<file path="config.mk">
export PLATFORM = sky130hd
export DESIGN_NAME = bit_scan_seq
export DESIGN_NICKNAME = d
export VERILOG_FILES = /design/src/rtl/cpu_pkg.sv /design/src/rtl/prio_enc_n.sv /design/src/rtl/bit_scan_seq.sv
export SDC_FILE = /design/constraint.sdc
export NUM_CORES = 1
export LEC_CHECK = 0
export CORE_ASPECT_RATIO = 0.9
export CORE_MARGIN = 8
export CORE_UTILIZATION = 50
export CTS_CLUSTER_DIAMETER = 30
export DETAILED_ROUTE_END_ITERATION = 8
export PLACE_DENSITY_LB_ADDON = 0.08
export RECOVER_POWER = 25
export SLEW_MARGIN = 20
export SYNTH_ARGS = -nofsm -noshare
export SYNTH_HDL_FRONTEND = slang
export SYNTH_SLANG_ARGS = --single-unit
</file>
<file path="constraint.sdc">
create_clock -name clk_i -period 3.1 [get_ports clk_i]
set_input_delay 0.31 -clock clk_i [delete_from_list [all_inputs] [get_ports clk_i]]
set_output_delay 0.31 -clock clk_i [all_outputs]
set_load 0.02 [all_outputs]
</file>
<file path="src/rtl/cpu_pkg.sv">
// Shared definitions for the bit-scan sequencer: FSM state type and default
// scanned-word width.
package cpu_pkg;

    // Two-state sequencer: waiting for a word, or streaming its set-bit indices.
    typedef enum logic [0:0] {
        IDLE = 1'b0,
        SCAN = 1'b1
    } scan_state_e;

    // Default width of the word being enumerated.
    localparam int REGISTER_LENGTH_DEF = 64;

endpackage : cpu_pkg

</file>
<file path="src/rtl/prio_enc_n.sv">
// Combinational lowest-set-bit priority encoder.
// idx_o is the position of the least significant 1 in vec_i; none_o flags an
// all-zero vector, in which case idx_o is 0. REGISTER_LENGTH must be >= 2.
module prio_enc_n #(
    parameter  int REGISTER_LENGTH = cpu_pkg::REGISTER_LENGTH_DEF,
    localparam int IDX_W           = $clog2(REGISTER_LENGTH)
) (
    input  logic [REGISTER_LENGTH-1:0] vec_i,
    output logic [IDX_W-1:0]           idx_o,
    output logic                       none_o
);

    // Walk from the MSB down so the lowest set bit is the last one written.
    always_comb begin
        idx_o  = '0;
        none_o = ~|vec_i;
        for (int i = REGISTER_LENGTH - 1; i >= 0; i--) begin
            if (vec_i[i]) begin
                idx_o = IDX_W'(i);
            end
        end
    end

endmodule : prio_enc_n

</file>
<file path="src/rtl/bit_scan_seq.sv">
// Bit-scan sequencer: accepts a mask word and emits the index of every set
// bit, lowest first, one beat per handshake. An all-zero word yields a single
// beat flagged empty.
// Optional feature: define BIT_SCAN_SEQ_COUNT_EN to add out_cnt_o, the
// 0-based ordinal of the current beat within its word.
module bit_scan_seq
    import cpu_pkg::*;
#(
    parameter  int REGISTER_LENGTH = REGISTER_LENGTH_DEF,
    localparam int IDX_W           = $clog2(REGISTER_LENGTH)
) (
    input  logic                       clk_i,
    input  logic                       rst_ni,
    input  logic                       in_valid_i,
    input  logic [REGISTER_LENGTH-1:0] word_i,
    output logic                       in_ready_o,
    output logic                       out_valid_o,
    input  logic                       out_ready_i,
    output logic [IDX_W-1:0]           out_idx_o,
    output logic                       out_last_o,
    output logic                       out_empty_o
`ifdef BIT_SCAN_SEQ_COUNT_EN
    ,
    output logic [IDX_W:0]             out_cnt_o
`endif
);

    scan_state_e                state_q, state_d;
    logic [REGISTER_LENGTH-1:0] residual_q, residual_d;

    logic [REGISTER_LENGTH-1:0] residual_cleared;
    logic                       is_last;
    logic [IDX_W-1:0]           enc_idx;
    logic                       enc_none;
    logic                       beat_fire;

    prio_enc_n #(
        .REGISTER_LENGTH(REGISTER_LENGTH)
    ) u_prio_enc (
        .vec_i (residual_q),
        .idx_o (enc_idx),
        .none_o(enc_none)
    );

    // x & (x-1) drops the lowest set bit; zero result means at most one bit
    // remains, which also covers the empty-word beat.
    assign residual_cleared = residual_q & (residual_q - REGISTER_LENGTH'(1));
    assign is_last          = (residual_cleared == '0);
    assign beat_fire        = (state_q == SCAN) && out_ready_i;

    // State and residual registers; reset aborts any word in flight.
    always_ff @(posedge clk_i or negedge rst_ni) begin
        if (!rst_ni) begin
            state_q    <= IDLE;
            residual_q <= '0;
        end else begin
            state_q    <= state_d;
            residual_q <= residual_d;
        end
    end

    // Next-state and output decode; outputs are driven only from registers so
    // they hold steady while the consumer stalls.
    always_comb begin
        state_d     = state_q;
        residual_d  = residual_q;
        in_ready_o  = 1'b0;
        out_valid_o = 1'b0;
        out_idx_o   = '0;
        out_last_o  = 1'b0;
        out_empty_o = 1'b0;
        case (state_q)
            IDLE: begin
                in_ready_o = 1'b1;
                if (in_valid_i) begin
                    residual_d = word_i;
                    state_d    = SCAN;
                end
            end
            SCAN: begin
                out_valid_o = 1'b1;
                out_idx_o   = enc_idx;
                out_last_o  = is_last;
                out_empty_o = enc_none;
                if (out_ready_i) begin
                    residual_d = residual_cleared;
                    if (is_last) begin
                        state_d = IDLE;
                    end
                end
            end
            default: begin
                state_d = IDLE;
            end
        endcase
    end

`ifdef BIT_SCAN_SEQ_COUNT_EN
    logic [IDX_W:0] cnt_q, cnt_d;

    // Beat ordinal: advance on each accepted beat, restart after the last.
    always_comb begin
        cnt_d = cnt_q;
        if (beat_fire) begin
            cnt_d = is_last ? '0 : cnt_q + (IDX_W + 1)'(1);
        end
    end

    // Ordinal register.
    always_ff @(posedge clk_i or negedge rst_ni) begin
        if (!rst_ni) begin
            cnt_q <= '0;
        end else begin
            cnt_q <= cnt_d;
        end
    end

    assign out_cnt_o = cnt_q;
`else
    logic unused_fire;
    assign unused_fire = beat_fire;
`endif

endmodule : bit_scan_seq

</file>
# == After elaboration in Yosys (flattened, before gate mapping) ==
# Index checks and enable logic that the tools add are counted.
# classes
addsub,1
n_eq_ne,2
mux,76
bitwise,2
n_reduce_logical,4
# op_table
cell,count
two-way mux 6 bit,65
two-way mux 64 bit,2
one-hot mux 64 bit (2 select lines),1
AND 64 bit,1
zero test 64 bit,1
OR reduction 64 bit,1
subtractor 64 x 1 -> 64 bit (second input constant),1
two-way mux 1 bit,7
inequality test 2 bit (second input constant),2
one-hot mux 1 bit (2 select lines),1
AND reduction 2 bit,1
zero test 1 bit,1
NOT 1 bit,1
# word_totals
register_bits,65
inputBits,68
out_inout_bits,10
wordCells,87

# == Depth between registers and ports, before layout ==
# Gate-level depths: netlist of run 1.
# logic_depth
word_depth,65
depth_mapped,10
mapped_depth_nobuf,8

# == By module ==
# A second synthesis of run 1 with hierarchy kept.
# hier_totals
hier_cells,666
area_unflattened_um2,5246.3
# modules_own_cells
mod,instances,cells_each,area_each_um2,seq_area_each_um2
bit_scan_seq,1,520,4344.2,1626.6
prio_enc_n,1,146,902.1,0.0

# == Worst setup path after synthesis of run 1 ==
# No wires, ideal clock.
# synth_timing
kind,reg2out
from,register residual_q[60]
to,output out_idx_o[1]
arrival_time_ns,2.632
required_ns,2.790
setup_slack_ns,0.158
stages_incl_launch_ff,9
path_buffers,0
path_cell_list,dfrtp_1 or2_2 o21ai_0 a211oi_1 o21ai_0 a31oi_1 nor4_1 o311ai_0 a2111oi_0
# synth_via
elab_chain_cells,62
# synth_lines
item,line,source
from (decl),bit_scan_seq.sv:29,"logic [REGISTER_LENGTH-1:0] residual_q, residual_d;"
from (signal assigned),bit_scan_seq.sv:58,residual_q <= residual_d;
two-way mux 6 bit (61 in series),prio_enc_n.sv:18,if (vec_i[i]) begin
two-way mux 6 bit,bit_scan_seq.sv:72,case (state_q)
to (decl),bit_scan_seq.sv:19,"output logic [IDX_W-1:0] out_idx_o,"
# Every way passes these cells.

# == Worst setup path after layout of run 1 ==
# layout_timing
from,register residual_q[22]
to,output out_last_o
# layout_via
elab_chain_cells,4
# layout_lines
item,line,source
subtractor 64 x 1 -> 64 bit,bit_scan_seq.sv:47,assign residual_cleared = residual_q & (residual_q - REGISTER_LENGTH'(1));
AND 64 bit *,bit_scan_seq.sv:47,
zero test 64 bit *,bit_scan_seq.sv:48,assign is_last = (residual_cleared == '0);
two-way mux 1 bit *,bit_scan_seq.sv:72,
to (decl),bit_scan_seq.sv:20,"output logic out_last_o,"
# Every way passes the cells marked *; elsewhere a longest branch is shown, timed or not.

==> reports/metrics.yaml, run 1 <==
status: "complete, but fails checks"
violations: "capacitance limit, slew limit, setup timing"
mostFrequentLayoutCells: "164 x buf_4, 68 x clkdlybuf4s50_1, 64 x dfrtp_1"
finalHoldViolCount: 0
cp.arrival_ns: 3.19
seq_area_frac_synth_pct: 32.5
core_um2: 9700
cts_tree: "yes"
synth_edf_count: 0
min_to: "residual_q[49]"
first_iter_violations: 618
fin_cells: 944
synthAdderAreaFrac_pct: 0.425
setup_ws_ns: -0.405
hp-start: "word_i[49]"
holdPathStages: 3
ctsHtreeMaxLevel: 3
finish.instance_area_um2: 7390
insertion_delay_ns: 0.36
setup-violations-final: 2
skew_ns: 0.00552
vias: 5935
drc: 0
muxShareOfSynthArea_pct: 4.40
initial_core_util_pct: 51.5
final_common_cell: "buf_4"
ant_nets: 0
portBuffers: 77
ios: 78
hp-class: "in -> reg"
grtUsageTotal_pct: 29.7
setup_tns_ns: -0.559
async_reset_ff_share_pct: 100
layout.nets: 882
gp_congestion: 0.975
cp.required_ns: 2.79
crit_top_cell: "buf_4"
viasPerCell: 6.29
antenna_found_initial: 0
dieWidth_um: 121
cts_buffer_depth: 2
cap_violations: 1
end_kind: "primary output"
yosys_register_bits: 65
synth_compound_gate_area_share_pct: 27.2
ys_types: 72
r2r_slack_ns: -0.15
tightest_slew_ns: 1.96
routed_wl_um: 20100
clock_sinks: 65
rr_endpoint: "residual_q[50]"
path_clk_slew_ns: 0.07
max_slew_margin_pct: -30.4
path_class: "reg -> out"
drt_first_pass_iters: 5
finalMaxSlewViolations: 35
max_stage_delay_ns: 0.40
netlist_instances: 598
reg2reg_from: "residual_q[2]"
crit_family: "simple AND/OR/NAND/NOR gates"
ff2ff_path_depth: 19
grt_pass1_vias: 5974
whs_ns: 0.478
path_buf_inv: 4
postCtsHoldBufs: 0
cp-start-kind: "flip-flop"
drive_gt1_share_pct: 31.8
cpMaxStageDelayCell: "dfrtp_1"
synth_warnings: 0
crit_chain: "nor4_2, buf_4, nand4_4, buf_4, nor4_4, buf_4, nand2_4, a21oi_2, o22ai_2, a2111oi_4, and4_4, buf_6"
avgSynthCellArea_um2: 8.36
grt_max_degree: 39
root_buffer: "clkbuf_8"
wl_per_cell_um: 21.3
synth-xor-area-share_pct: 0
die_area_um2: 13500
syn-cell-area_um2: 5000
layout_min_cycle_time_ns: 3.50
die_h_um: 111
ys.flop_type: "dfrtp_1"
post-place-cells: 905
clock.fmax_mhz: 285
antennaDiodeCount: 0
yosys.area_share.simple_pct: 27.8
crit_fanout: 4
dpl-instance-area_um2: 6770
syn_nets: 666
dpl.hpwl_um: 14800
layout_worst_path_cycle_share_pct: 113
cts_buffers: 9
synth_top_family_by_area: "simple AND/OR/NAND/NOR gates"
rows: 34
grt_overflow: 0
grt_pass1_wl_um: 31800
rsz0062_at_grt: "true"
areaGrowthSynthToFinish_pct: 47.7
==> registers in the layout, summed over array words and instances (netlist names) <==
signal and cells:
state_q 1, residual_q 64
==> final cells by class <==
cell class,count,area (um^2)
multi-input cells,465,3180
fillers,721,2310
repair buffers,255,2140
flip-flops and latches,65,1630
clock buffers,13,179
well taps,126,158
inverters,18,67.6
clock inverters,2,35.0
==> logic make-up after synthesis <==
logic type,count (synthesis)
multiplexers,22
AND/OR/NAND/NOR,239
adder cells (fa/ha/maj),2
AO/OA/AOI/OAI,202
flip-flops,65
buffers and inverters,68
==> repair_timing <==
action                                  in CTS  in global routing
endpoints found under the setup margin       7                  6
resized for setup                           49                 30
pin swaps                                   22                 16
setup buffers                               22                  2
==> worst max-delay path by stage <==
stage / from / to / depth (start not counted)
floorplan: residual_q[60] / out_idx_o[1] / 8
global placement: residual_q[18] / out_last_o / 11
detailed placement: residual_q[18] / out_last_o / 11
CTS: residual_q[34] / out_last_o / 11
global route: residual_q[18] / out_last_o / 12
finish: residual_q[22] / out_last_o / 12
==> worst reg2reg max path, stage by stage (launching register included) <==
cell and delay, ns:
dfrtp_1 0.42, nor4_4 0.28, buf_4 0.18, nand3_4 0.10, buf_12 0.16, nor3_4 0.22
buf_6 0.16, nand4_1 0.16, buf_4 0.20, buf_6 0.11, buf_6 0.10, buf_6 0.10
buf_6 0.10, buf_6 0.10, buf_6 0.10, buf_6 0.11, buf_6 0.11, buf_6 0.10
a21o_1 0.16, a22o_1 0.17
==> stage by stage <==
| stage | worst slack, ns | utilization [%] |
|---|---|---|
| finish | -0.405 | 76.1 |
| global placement | -0.471 | 69.8 |
| detailed placement | -0.468 | 69.8 |
| floorplan | 0.158 | - |
| CTS | -0.304 | 74.8 |
| global route | -0.521 | 76.1 |
==> synth_stat cells, drive strengths merged (2+ instances only) <==
master   count  area [um^2]
nor2        58          220
a21boi       4         30.0
nand4       12         96.3
and2         4         25.0
or3          6         37.5
a311oi       2         17.5
or4          2         15.0
dfrtp       65         1630
o211ai      12         90.1
o32ai        3         33.8
a31oi        2         12.5
o211a        2         20.0
maj3         2         21.3
or2          3         18.8
mux2i       22          220
a211oi       4         30.0
a2111oi      4         47.6
o41ai        2         25.0
a21oi       37          185
nand2       66          265
o31ai        4         30.0
a221o        2         20.0
a2bb2oi      2         17.5
buf         17          148
o21a         3         22.5
nor2b        5         31.3
o2111ai      2         17.5
nand3       17         97.6
o221ai       2         17.5
inv         17         63.8
and3         2         12.5
nor3        30          171
a21o         6         45.0
o22ai        2         12.5
o311ai       5         43.8
o21ai       68          340
clkbuf      33          166
a22o        28          248
nor4        30          369
==> layer usage <==
layer	part of all wire, %	wire (um)	track usage, %	vias to the layer above
li1	-	-	-	2680
met1	42	8540	38.9	2853
met2	46	9270	46.2	342
met3	8.4	1700	7.18	60
met4	3.1	618	11.2	0
met5	0	0	0	-
Power of run 1 is not shown: default switching activity piles up to over one toggle a cycle in this logic, so the estimate is an artifact.
==> run 2: changes to the inputs <==
ABC_AREA = 1   (was unset)
CORE_MARGIN = unset   (was 8)
CTS_BUF_LIST = sky130_fd_sc_hd__clkbuf_8 sky130_fd_sc_hd__clkbuf_16   (was unset)
==> run 2 against run 1 <==
  * Non-clock buffer count up 78
  * Largest cell class is now non-clock buffers
  * Critical endpoint is now out_idx_o[0]
  * Worst hold slack better by 0.048 ns
  * Routed wire length down 1.1%
  * Register-to-register slack worse by 0.77 ns
  * Area after synthesis down 4.3%
  * Global-route usage up 10 points
  * Worst setup slack worse by 1.2 ns
  * Synthesized cell count up 24%
  * The run still ends with capacitance limit, slew limit, setup timing left
==> reports/metrics.yaml, run 2 <==
status: "complete, but fails checks"
violations: "capacitance limit, slew limit, setup timing"
mostFrequentLayoutCells: "248 x buf_4, 113 x nand2_1, 110 x nor2_1"
areaGrowthSynthToFinish_pct: 66.9
end_kind: "primary output"
ys.flop_type: "dfrtp_1"
setup_tns_ns: -6.36  # -5.80 ns
cts_buffers: 9  # unchanged
tightest_slew_ns: 2.71  # +0.759 ns
syn_nets: 810  # +22%
cap_violations: 1  # unchanged
antenna_found_initial: 0  # unchanged
drc: 0  # unchanged
insertion_delay_ns: 0.38  # +0.02 ns
synth_warnings: 0  # unchanged
layout.nets: 1128  # +28%
yosys_register_bits: 65  # unchanged
synth.area.top_cells: "dfrtp_1 34%, nor2_1 9.8%, nand2_1 9.6%, inv_1 8.2%, o21ai_0 7.6%"
viasPerCell: 5.55  # -12%
skew_ns: 0.0162  # +0.0107 ns
largest-register: "residual_q"
synth.most_common_cell: "nor2_1"
layout_min_cycle_time_ns: 4.68  # +1.18 ns
ant_nets: 0  # unchanged
final_common_cell: "buf_4"
crit_fanout: 2  # -2
grt_overflow: 0  # unchanged
rows: 33  # -2.9%
root_buffer: "clkbuf_8"
ctsHtreeMaxLevel: 3  # unchanged
top_regs: "residual_q x64, state_q x1"
layout_worst_path_cycle_share_pct: 151  # +38 points
hp-class: "in -> reg"
core_um2: 9210  # -5.1%
dp_slack_ns: -1.51  # -1.04 ns
post-route-util_pct: 86.8  # +11 points
gr-max-usage-layer: "met2"
crit_top_cell: "nand2_1"
initial_core_util_pct: 52.0  # +0.44 points
yosysTopAreaCellShare_pct: 34.0  # +1.4 points
path_class: "reg -> out"
clock.fmax_mhz: 213  # -25%
async_reset_ff_share_pct: 100  # unchanged
max_slew_margin_pct: -81.0  # -51 points
cts_tree: "yes"
die_h_um: 94.8  # -14%
routed_wl_um: 19900  # -1.1%
grt_max_degree: 47  # +21%
grt_pass1_vias: 6343  # +6.2%
grt_pass1_wl_um: 31000  # -2.5%
die_area_um2: 9970  # -26%
vias: 6588  # +11%
cpMaxStageDelayCell: "dfrtp_1"
netlist_instances: 742  # +24%
gp_congestion: 0.958  # -1.8%
cts_buffer_depth: 2  # unchanged
clock_sinks: 65  # unchanged
dpl.hpwl_um: 13600  # -8.6%
grtUsageMet1_pct: 48.8  # +9.9 points
setup_ws_ns: -1.58  # -1.18 ns
drt_first_pass_iters: 6  # +1
ios: 78  # unchanged
met2_usage_pct: 70.4  # +24 points
cp.required_ns: 2.79  # about the same
dieWidth_um: 105  # -13%
seq_area_frac_synth_pct: 34.0  # +1.4 points
antennaDiodeCount: 0  # unchanged
grtUsageTotal_pct: 40.2  # +10 points
cp-start-kind: "flip-flop"
setup-violations-final: 12  # +10
first_iter_violations: 568  # -8.1%
path_clk_slew_ns: 0.07  # about the same
grt_util_met3_pct: 8.28  # +1.1 points
drive_gt1_share_pct: 34.0  # +2.2 points
syn-cell-area_um2: 4790  # -4.3%
wl_per_cell_um: 16.8  # -21%
portBuffers: 77  # unchanged
finalHoldViolCount: 0  # unchanged
yosysTopAreaCell: "dfrtp_1"
finalMaxSlewViolations: 47  # +34%
max_stage_delay_ns: 0.41  # about the same
synth_edf_count: 0  # unchanged
postCtsHoldBufs: 0  # unchanged
synth_common_cells: "125 x nor2_1, 122 x nand2_1, 105 x inv_1, 73 x o21ai_0, 65 x dfrtp_1"
rsz0062_at_grt: "true"
cp.arrival_ns: 4.37  # +1.18 ns
avgSynthCellArea_um2: 6.45  # -23%
largest_register_ffs: 64  # unchanged
ys_types: 37  # -49%
-- run 2: cells by family (layout without fill, tap and decap cells) --
| family | Yosys count | count (layout) | share of synthesized area, % |
|---|---|---|---|
| compound gates | 206 | 206 | 25.6 |
| simple gates | 295 | 295 | 25.7 |
| buf+inv | 176 | 499 | 14.7 |
| flops | 65 | 65 | 34.0 |
-- run 2: cell type report --
class                   count  area, um^2
inverters                 150         603
clock inverters             5        71.3
well taps                 122         153
multi-input cells         501        2660
fillers                   542        1220
flip-flops and latches     65        1630
clock buffers              11         151
repair buffers            333        2720
-- run 2: critical path: cells and delay by family, from the launching register on --
kind / cells / cell delay [ns]
AOI/OAI and AO/OA: 1 / 0.12
buffers and inverters: 2 / 0.20
DFF: 1 / 0.41
and+or+nand+nor: 61 / 3.29
-- run 2: timing repair --
item                       in CTS  in global routing
setup buffers                  28                 11
pin swaps                      11                 21
setup endpoints to repair      13                 16
resized for setup              62                 37
-- run 2: per-layer routing --
layer	share of wire (%)	wire, um
met2	48	9520
met1	40	7960
met3	8.4	1680
met5	0	0
met4	3.8	748
-- run 2: final timing paths --
check / startpoint / to / slack (ns) / cells past startpoint
min in group asynchronous: rst_ni / residual_q[43] / 0.79 / 1
max: residual_q[62] / out_idx_o[0] / -1.58 / 64
min: word_i[0] / residual_q[0] / 0.53 / 3
max in group asynchronous: rst_ni / residual_q[60] / 0.55 / 1
min reg2reg: residual_q[52] / residual_q[52] / 0.58 / 2
max reg2reg: residual_q[7] / state_q / -0.92 / 27
-- run 2: stage by stage --
step                instances  hold WS, ns  instance area [um^2]
floorplan                 742       0.0144                  4810
global placement         1137        0.553                  7320
detailed placement       1137        0.571                  7320
CTS                      1178        0.193                  7790
global route             1187        0.547                  7990
finish                   1187        0.526                  7990
Power of run 2 is left out for the same reason.
==> run 3: changes to the inputs <==
CTS_CLUSTER_SIZE = 10   (was unset)
==> results of run 3 <==
No change in the layout: final DEF, timing and power equal those of run 2.
Power of run 3 is left out for the same reason.
